<file path="src/rtl/cu_pkg.sv">
// ISA opcodes, sequencer states, datapath mux selects and control-word layout
// for the 8-bit accumulator sequencer.
package cu_pkg;

  localparam logic [3:0] OP_NOP  = 4'h0;
  localparam logic [3:0] OP_LDA  = 4'h1;
  localparam logic [3:0] OP_STA  = 4'h2;
  localparam logic [3:0] OP_LDI  = 4'h3;
  localparam logic [3:0] OP_IN   = 4'h4;
  localparam logic [3:0] OP_OUT  = 4'h5;
  localparam logic [3:0] OP_JMP  = 4'h6;
  localparam logic [3:0] OP_JZ   = 4'h7;
  localparam logic [3:0] OP_JP   = 4'h8;
  localparam logic [3:0] OP_ALU  = 4'hA;
  localparam logic [3:0] OP_HALT = 4'hF;

  localparam logic [1:0] MUX_SHIFT = 2'b00;
  localparam logic [1:0] MUX_RF    = 2'b01;
  localparam logic [1:0] MUX_IN    = 2'b10;
  localparam logic [1:0] MUX_IMM   = 2'b11;

  typedef enum logic [2:0] {
    ST_FETCH,
    ST_FETCH2,
    ST_EXEC,
    ST_WAIT_IN,
    ST_HALT
  } state_t;

  typedef struct packed {
    logic [1:0] muxsel;
    logic [7:0] imm;
    logic       accwr;
    logic [2:0] rfaddr;
    logic       rfwr;
    logic [2:0] alusel;
    logic [1:0] shiftsel;
    logic       outen;
  } ctrl_t;

  function automatic logic [3:0] ir_opcode(input logic [7:0] ir);
    return ir[7:4];
  endfunction

  function automatic logic [2:0] ir_reg(input logic [7:0] ir);
    return ir[2:0];
  endfunction

  function automatic logic [2:0] b2_alusel(input logic [7:0] b2);
    return b2[4:2];
  endfunction

  function automatic logic [1:0] b2_shiftsel(input logic [7:0] b2);
    return b2[1:0];
  endfunction

  function automatic logic has_operand(input logic [7:0] ir);
    case (ir_opcode(ir))
      OP_LDI, OP_JMP, OP_JZ, OP_JP, OP_ALU: return 1'b1;
      default:                              return 1'b0;
    endcase
  endfunction

endpackage

</file>
<file path="src/rtl/cu_decode.sv">
// Combinational decode of an instruction byte and its operand into the EXEC
// control word, plus operand-length and jump-taken indications.
module cu_decode
  import cu_pkg::*;
(
  input  logic [7:0] ir,
  input  logic [7:0] operand,
  input  logic       z_q,
  input  logic       p_q,
  output ctrl_t      ctrl,
  output logic       is_2byte,
  output logic       is_jump
);

  always_comb begin
    ctrl     = '0;
    is_jump  = 1'b0;
    is_2byte = has_operand(ir);
    case (ir_opcode(ir))
      OP_LDA: begin
        ctrl.muxsel = MUX_RF;
        ctrl.rfaddr = ir_reg(ir);
        ctrl.accwr  = 1'b1;
      end
      OP_STA: begin
        ctrl.rfaddr = ir_reg(ir);
        ctrl.rfwr   = 1'b1;
      end
      OP_LDI: begin
        ctrl.muxsel = MUX_IMM;
        ctrl.imm    = operand;
        ctrl.accwr  = 1'b1;
      end
      OP_ALU: begin
        ctrl.muxsel   = MUX_SHIFT;
        ctrl.rfaddr   = ir_reg(ir);
        ctrl.alusel   = b2_alusel(operand);
        ctrl.shiftsel = b2_shiftsel(operand);
        ctrl.accwr    = 1'b1;
      end
      OP_OUT: ctrl.outen = 1'b1;
      OP_JMP: is_jump = 1'b1;
      OP_JZ:  is_jump = z_q;
      OP_JP:  is_jump = p_q;
      default: ;
    endcase
  end

endmodule

</file>
<file path="src/rtl/control_unit.sv">
// Accumulator sequencer: req/ack fetch of 1-2 instruction bytes, then a single EXEC cycle.
// Ack stalls hold FETCH/FETCH2 with the address stable; WAIT_IN holds until in_valid.
module control_unit
  import cu_pkg::*;
#(
  parameter int              PC_W     = 8,
  parameter logic [PC_W-1:0] RESET_PC = '0
) (
  input  logic            clk_cu,
  input  logic            rst_n_cu,
  output logic            pm_req_cu,
  output logic [PC_W-1:0] pm_addr_cu,
  input  logic            pm_ack_cu,
  input  logic [7:0]      pm_data_cu,
  input  logic            zero_cu,
  input  logic            positive_cu,
  output logic [1:0]      muxsel_cu,
  output logic [7:0]      imm_cu,
  output logic            accwr_cu,
  output logic [2:0]      rfaddr_cu,
  output logic            rfwr_cu,
  output logic [2:0]      alusel_cu,
  output logic [1:0]      shiftsel_cu,
  output logic            outen_cu,
  input  logic            in_valid_cu,
  output logic            in_ready_cu,
  output logic            halted_cu
);

  state_t          state_q, state_d;
  logic [PC_W-1:0] pc_q, pc_d, pc_inc;
  logic [7:0]      ir_q, ir_d, opd_q, opd_d, dec_ir;
  logic            z_q, p_q, run_q;
  ctrl_t           dec_ctrl, cw;
  logic            dec_2byte, dec_jump;

  assign pc_inc = pc_q + PC_W'(1);
  // While fetching, classify the byte arriving on the bus rather than the stale IR.
  assign dec_ir = (state_q == ST_FETCH) ? pm_data_cu : ir_q;

  cu_decode u_decode (
    .ir       (dec_ir),
    .operand  (opd_q),
    .z_q      (z_q),
    .p_q      (p_q),
    .ctrl     (dec_ctrl),
    .is_2byte (dec_2byte),
    .is_jump  (dec_jump)
  );

  always_comb begin
    state_d     = state_q;
    pc_d        = pc_q;
    ir_d        = ir_q;
    opd_d       = opd_q;
    pm_req_cu   = 1'b0;
    cw          = '0;
    in_ready_cu = 1'b0;
    halted_cu   = 1'b0;
    // run_q keeps every output quiet until the first edge after reset release.
    if (run_q) begin
      case (state_q)
        ST_FETCH: begin
          pm_req_cu = 1'b1;
          if (pm_ack_cu) begin
            ir_d = pm_data_cu;
            pc_d = pc_inc;
            if (dec_2byte)                            state_d = ST_FETCH2;
            else if (ir_opcode(pm_data_cu) == OP_IN)   state_d = ST_WAIT_IN;
            else if (ir_opcode(pm_data_cu) == OP_HALT) state_d = ST_HALT;
            else                                       state_d = ST_EXEC;
          end
        end
        ST_FETCH2: begin
          pm_req_cu = 1'b1;
          if (pm_ack_cu) begin
            opd_d   = pm_data_cu;
            pc_d    = pc_inc;
            state_d = ST_EXEC;
          end
        end
        ST_EXEC: begin
          cw = dec_ctrl;
          if (dec_jump) pc_d = PC_W'(opd_q);
          state_d = ST_FETCH;
        end
        ST_WAIT_IN: begin
          in_ready_cu = 1'b1;
          cw.muxsel   = MUX_IN;
          if (in_valid_cu) begin
            cw.accwr = 1'b1;
            state_d  = ST_FETCH;
          end
        end
        ST_HALT:  halted_cu = 1'b1;
        default:  state_d = ST_FETCH;
      endcase
    end
  end

  assign pm_addr_cu  = pm_req_cu ? pc_q : '0;
  assign muxsel_cu   = cw.muxsel;
  assign imm_cu      = cw.imm;
  assign accwr_cu    = cw.accwr;
  assign rfaddr_cu   = cw.rfaddr;
  assign rfwr_cu     = cw.rfwr;
  assign alusel_cu   = cw.alusel;
  assign shiftsel_cu = cw.shiftsel;
  assign outen_cu    = cw.outen;

  always_ff @(posedge clk_cu or negedge rst_n_cu) begin
    if (!rst_n_cu) begin
      state_q <= ST_FETCH;
      pc_q    <= RESET_PC;
      ir_q    <= '0;
      opd_q   <= '0;
      z_q     <= 1'b1;
      p_q     <= 1'b1;
      run_q   <= 1'b0;
    end else begin
      state_q <= state_d;
      pc_q    <= pc_d;
      ir_q    <= ir_d;
      opd_q   <= opd_d;
      run_q   <= 1'b1;
      if (cw.accwr) begin
        z_q <= zero_cu;
        p_q <= positive_cu;
      end
    end
  end

endmodule

</file>
<file path="config.mk">
export PLATFORM = sky130hd
export DESIGN_NAME = control_unit
export DESIGN_NICKNAME = d
export VERILOG_FILES = /design/src/rtl/cu_pkg.sv /design/src/rtl/cu_decode.sv /design/src/rtl/control_unit.sv
export SDC_FILE = /design/constraint.sdc
export NUM_CORES = 1
export LEC_CHECK = 0
export CELL_PAD_IN_SITES_DETAIL_PLACEMENT = 0
export CELL_PAD_IN_SITES_GLOBAL_PLACEMENT = 1
export CORE_UTILIZATION = 31
export CTS_CLUSTER_DIAMETER = 30
export CTS_CLUSTER_SIZE = 28
export DETAILED_ROUTE_END_ITERATION = 12
export PLACE_DENSITY = 0.75
export SYNTH_ARGS = -nofsm -noshare
export SYNTH_HDL_FRONTEND = slang
export SYNTH_SLANG_ARGS = --single-unit
</file>
<file path="constraint.sdc">
create_clock -name clk_cu -period 2.33 [get_ports clk_cu]
set_input_delay 0.3495 -clock clk_cu [delete_from_list [all_inputs] [get_ports clk_cu]]
set_output_delay 0.3495 -clock clk_cu [all_outputs]
set_load 0.02 [all_outputs]
</file>
==> impl_results.md <==
* Setup CP Type: reg -> out
* RSZ-0062 raised after global routing: true
* Synthesized area at 0.00192 mm^2
* Synth Area per Inst at 9.18 um^2
* Outcome: finished with violations
* Inserted Diodes at 0
* Share of the synthesized area in the top cell type at 0.352
* Fill cells at 600
* Sum Neg Setup Slack at -0.302 ns
* Worst hold margin at 0.460 ns
* Drt wl/cell at 14.8 um
* CP max FO at 5
* Worst-margin pin slew at 0.568 ns
* Period minus WS final at around 2.4 ns
* Register Area at 728 um^2
* Ys flop type: dfrtp_1
* Mapped Cells at 209
* Period Utilization, post-route at 1.03
* Synth top area cells: dfrtp_1 35%, mux2_2 11%, and2_1 6.2%
* Nets@finish at 304
* Die W at 80.7 um
* Register area share after synthesis at 0.380
* Share of post-route cells with drive strength above 1 at 0.417
* I/O pin cnt at 46
* Yosys reg bits at 29
* Failing checks: setup timing
* Clock skew at ~0.016 ns
* CTS HTree Levels at 2
* Top-count cell post-synth: dfrtp_1
* Max-cap viol count at 0
* Synth area leader: dfrtp_1
* Async SR Flop Fraction at 1.00
* Routed WL at ~5400 um
* Vias at ~1900
* Worst VDD drop at 0.459 mV
* Net Count, Synth at 224
* Initial Util at 0.322
* Drt via density at 5.12
* GPL Wtd Cong at ~0.83
* DR pass1 iterations at 4
* Place WS at -0.325 ns
* CTS clock-pin slew for the worst setup and hold paths at 0.07 ns
* CTS tree: built
* Initial antenna violation count at 0
* HP Class: in -> async
* Global-route wire length before repair at 8750 um
* Drt drc at 0
* # clock sinks at 29
* Number of synthesized flops with an enable pin at 0
* Pins over their slew limit at 0
* Final hold violation count at 0
* Root buffer cell: clkbuf_8
* Most frequent cells after synthesis: 27 x dfrtp_1, 25 x nand2_1, 19 x and2_1, 18 x mux2_2, 13 x nor2_1
* P_leak at 1.33 nW
* Setup crit start kind: flop
* Final setup viols at 12
* Critical Path Sink Type: output port
* CP arrival at approximately 2.1 ns
* Die Span Y at 80.7 um
* PortBufs at 45
* Total gr overflow at 0
* Clk_lat worst skew at 0.29 ns
* Relative slew slack at 0.620
* Die ar. at 0.00651 mm^2
* 1st-iter DRT viols at 100
* Max clock buf depth at 2
* F_max at about 420 MHz
* GRT Overall Usage at 0.179
* Count of cell types in the netlist at 54
* Largest net degree at the start of global routing at 30
* WP data required at around 2 ns
* Row count at 28
* Core Region at 0.00596 mm^2
* Vias in the first global route at 1748
* Fin util at 0.487
* DP Wirelength at 4080 um
* Final antenna-violating net count at 0
* Cts bufs inserted at 5
* Multi-input gate area at 0.00126 mm^2
* Power Density at roughly 1000 mW/mm^2
* Synth warn at 0
* Area grow syn2layout at 51.1%
* PnR worst setup slack at -0.0672 ns
area by class of cell:
type	instances	area share
Clock buffer	7	0.0263
Timing Repair Buffer	80	0.250
Multi-Input combinational cell	169	0.433
Sequential cell	29	0.251
Clock inverter	1	0.00173
Inverter	4	0.00518
Tap cell	75	0.0324
metal layers:
metal,vias to the layer above,share of wire,GRT usage
li1,909,-,-
met1,893,0.47,0.249
met2,55,0.46,0.277
met3,11,0.049,0.0386
met4,0,0.019,0.0446
met5,-,0,0
logic make-up after synthesis:
kind of cell,Yosys count,share of synthesized area
buf+inv,11,0.0307
fa+ha+maj,1,0.00652
mux,23,0.136
simple gates,102,0.293
compound gates,42,0.152
other cells,1,0.00196
flops,29,0.380
power breakdown:
| part | switching (mW) | internal, mW | total (mW) | leakage (nW) |
|---|---|---|---|---|
| clock | 0.190 | 0.209 | 0.399 | 0.0422 |
| combinational | 0.802 | 0.822 | 1.62 | 0.940 |
| sequential | 0.236 | 0.746 | 0.982 | 0.353 |
per-stage QoR:
step	instances	area [um^2]	total power, mW
detailed placement	357	2680	2.48
global placement	357	2680	2.46
finish	365	2900	3.00
floorplan	209	1920	1.87
global route	365	2900	3.23
CTS	365	2780	2.90
state kept, by name, indices dropped and copies added (netlist names):
signal and count:
ir_q 7, opd_q 8, p_q 1, pc_q 8
run_q 1, state_q 3, z_q 1
cells in the final DEF (no fill, tap or decap), types with 3 or more instances in the layout:
| master | instances |
|---|---|
| buf_4 | 33 |
| nor3_1 | 5 |
| buf_6 | 18 |
| a21oi_1 | 5 |
| inv_1 | 4 |
| and2_1 | 7 |
| nor2_1 | 12 |
| nor2b_1 | 7 |
| and2_4 | 12 |
| mux2_2 | 18 |
| nor3_4 | 3 |
| nand2_1 | 25 |
| dlygate4sd2_1 | 8 |
| dlymetal6s2s_1 | 3 |
| a21oi_2 | 6 |
| clkbuf_8 | 5 |
| buf_2 | 3 |
| dfrtp_1 | 27 |
| o21ai_0 | 9 |
| nand3_1 | 5 |
| nand2b_1 | 4 |
| clkdlybuf4s50_1 | 14 |
timing repair:
action / 4_1_cts / 5_1_grt
hold buffers: 0 / 0
endpoints found under the setup margin: 28 / 23
pin swaps: 2 / 3
buffers inserted: 0 / 0
gates resized for setup: 119 / 38
critical path: stages, from the launching register on:
cell and delay [ns]:
dfrtp_1 0.38, or3_4 0.45, mux2_4 0.33, mux2i_2 0.17, nand3_2 0.14, a21oi_2 0.17
buf_6 0.14
final timing paths:
path / start / end / slack (ns) / depth (start not counted)
worst max-delay path: state_q[1] / rfaddr_cu[0] / -0.07 / 6
worst min-delay path: rst_n_cu / opd_q[6] / 0.46 / 2
worst max register to register: state_q[1] / pc_q[3] / 0.38 / 6
worst min register to register: ir_q[0] / ir_q[0] / 0.51 / 1
max in group asynchronous: rst_n_cu / z_q / 1.54 / 2
min in group clk_cu: ir_q[0] / ir_q[0] / 0.51 / 1
Note: power is estimated with default switching activity, not from simulation.
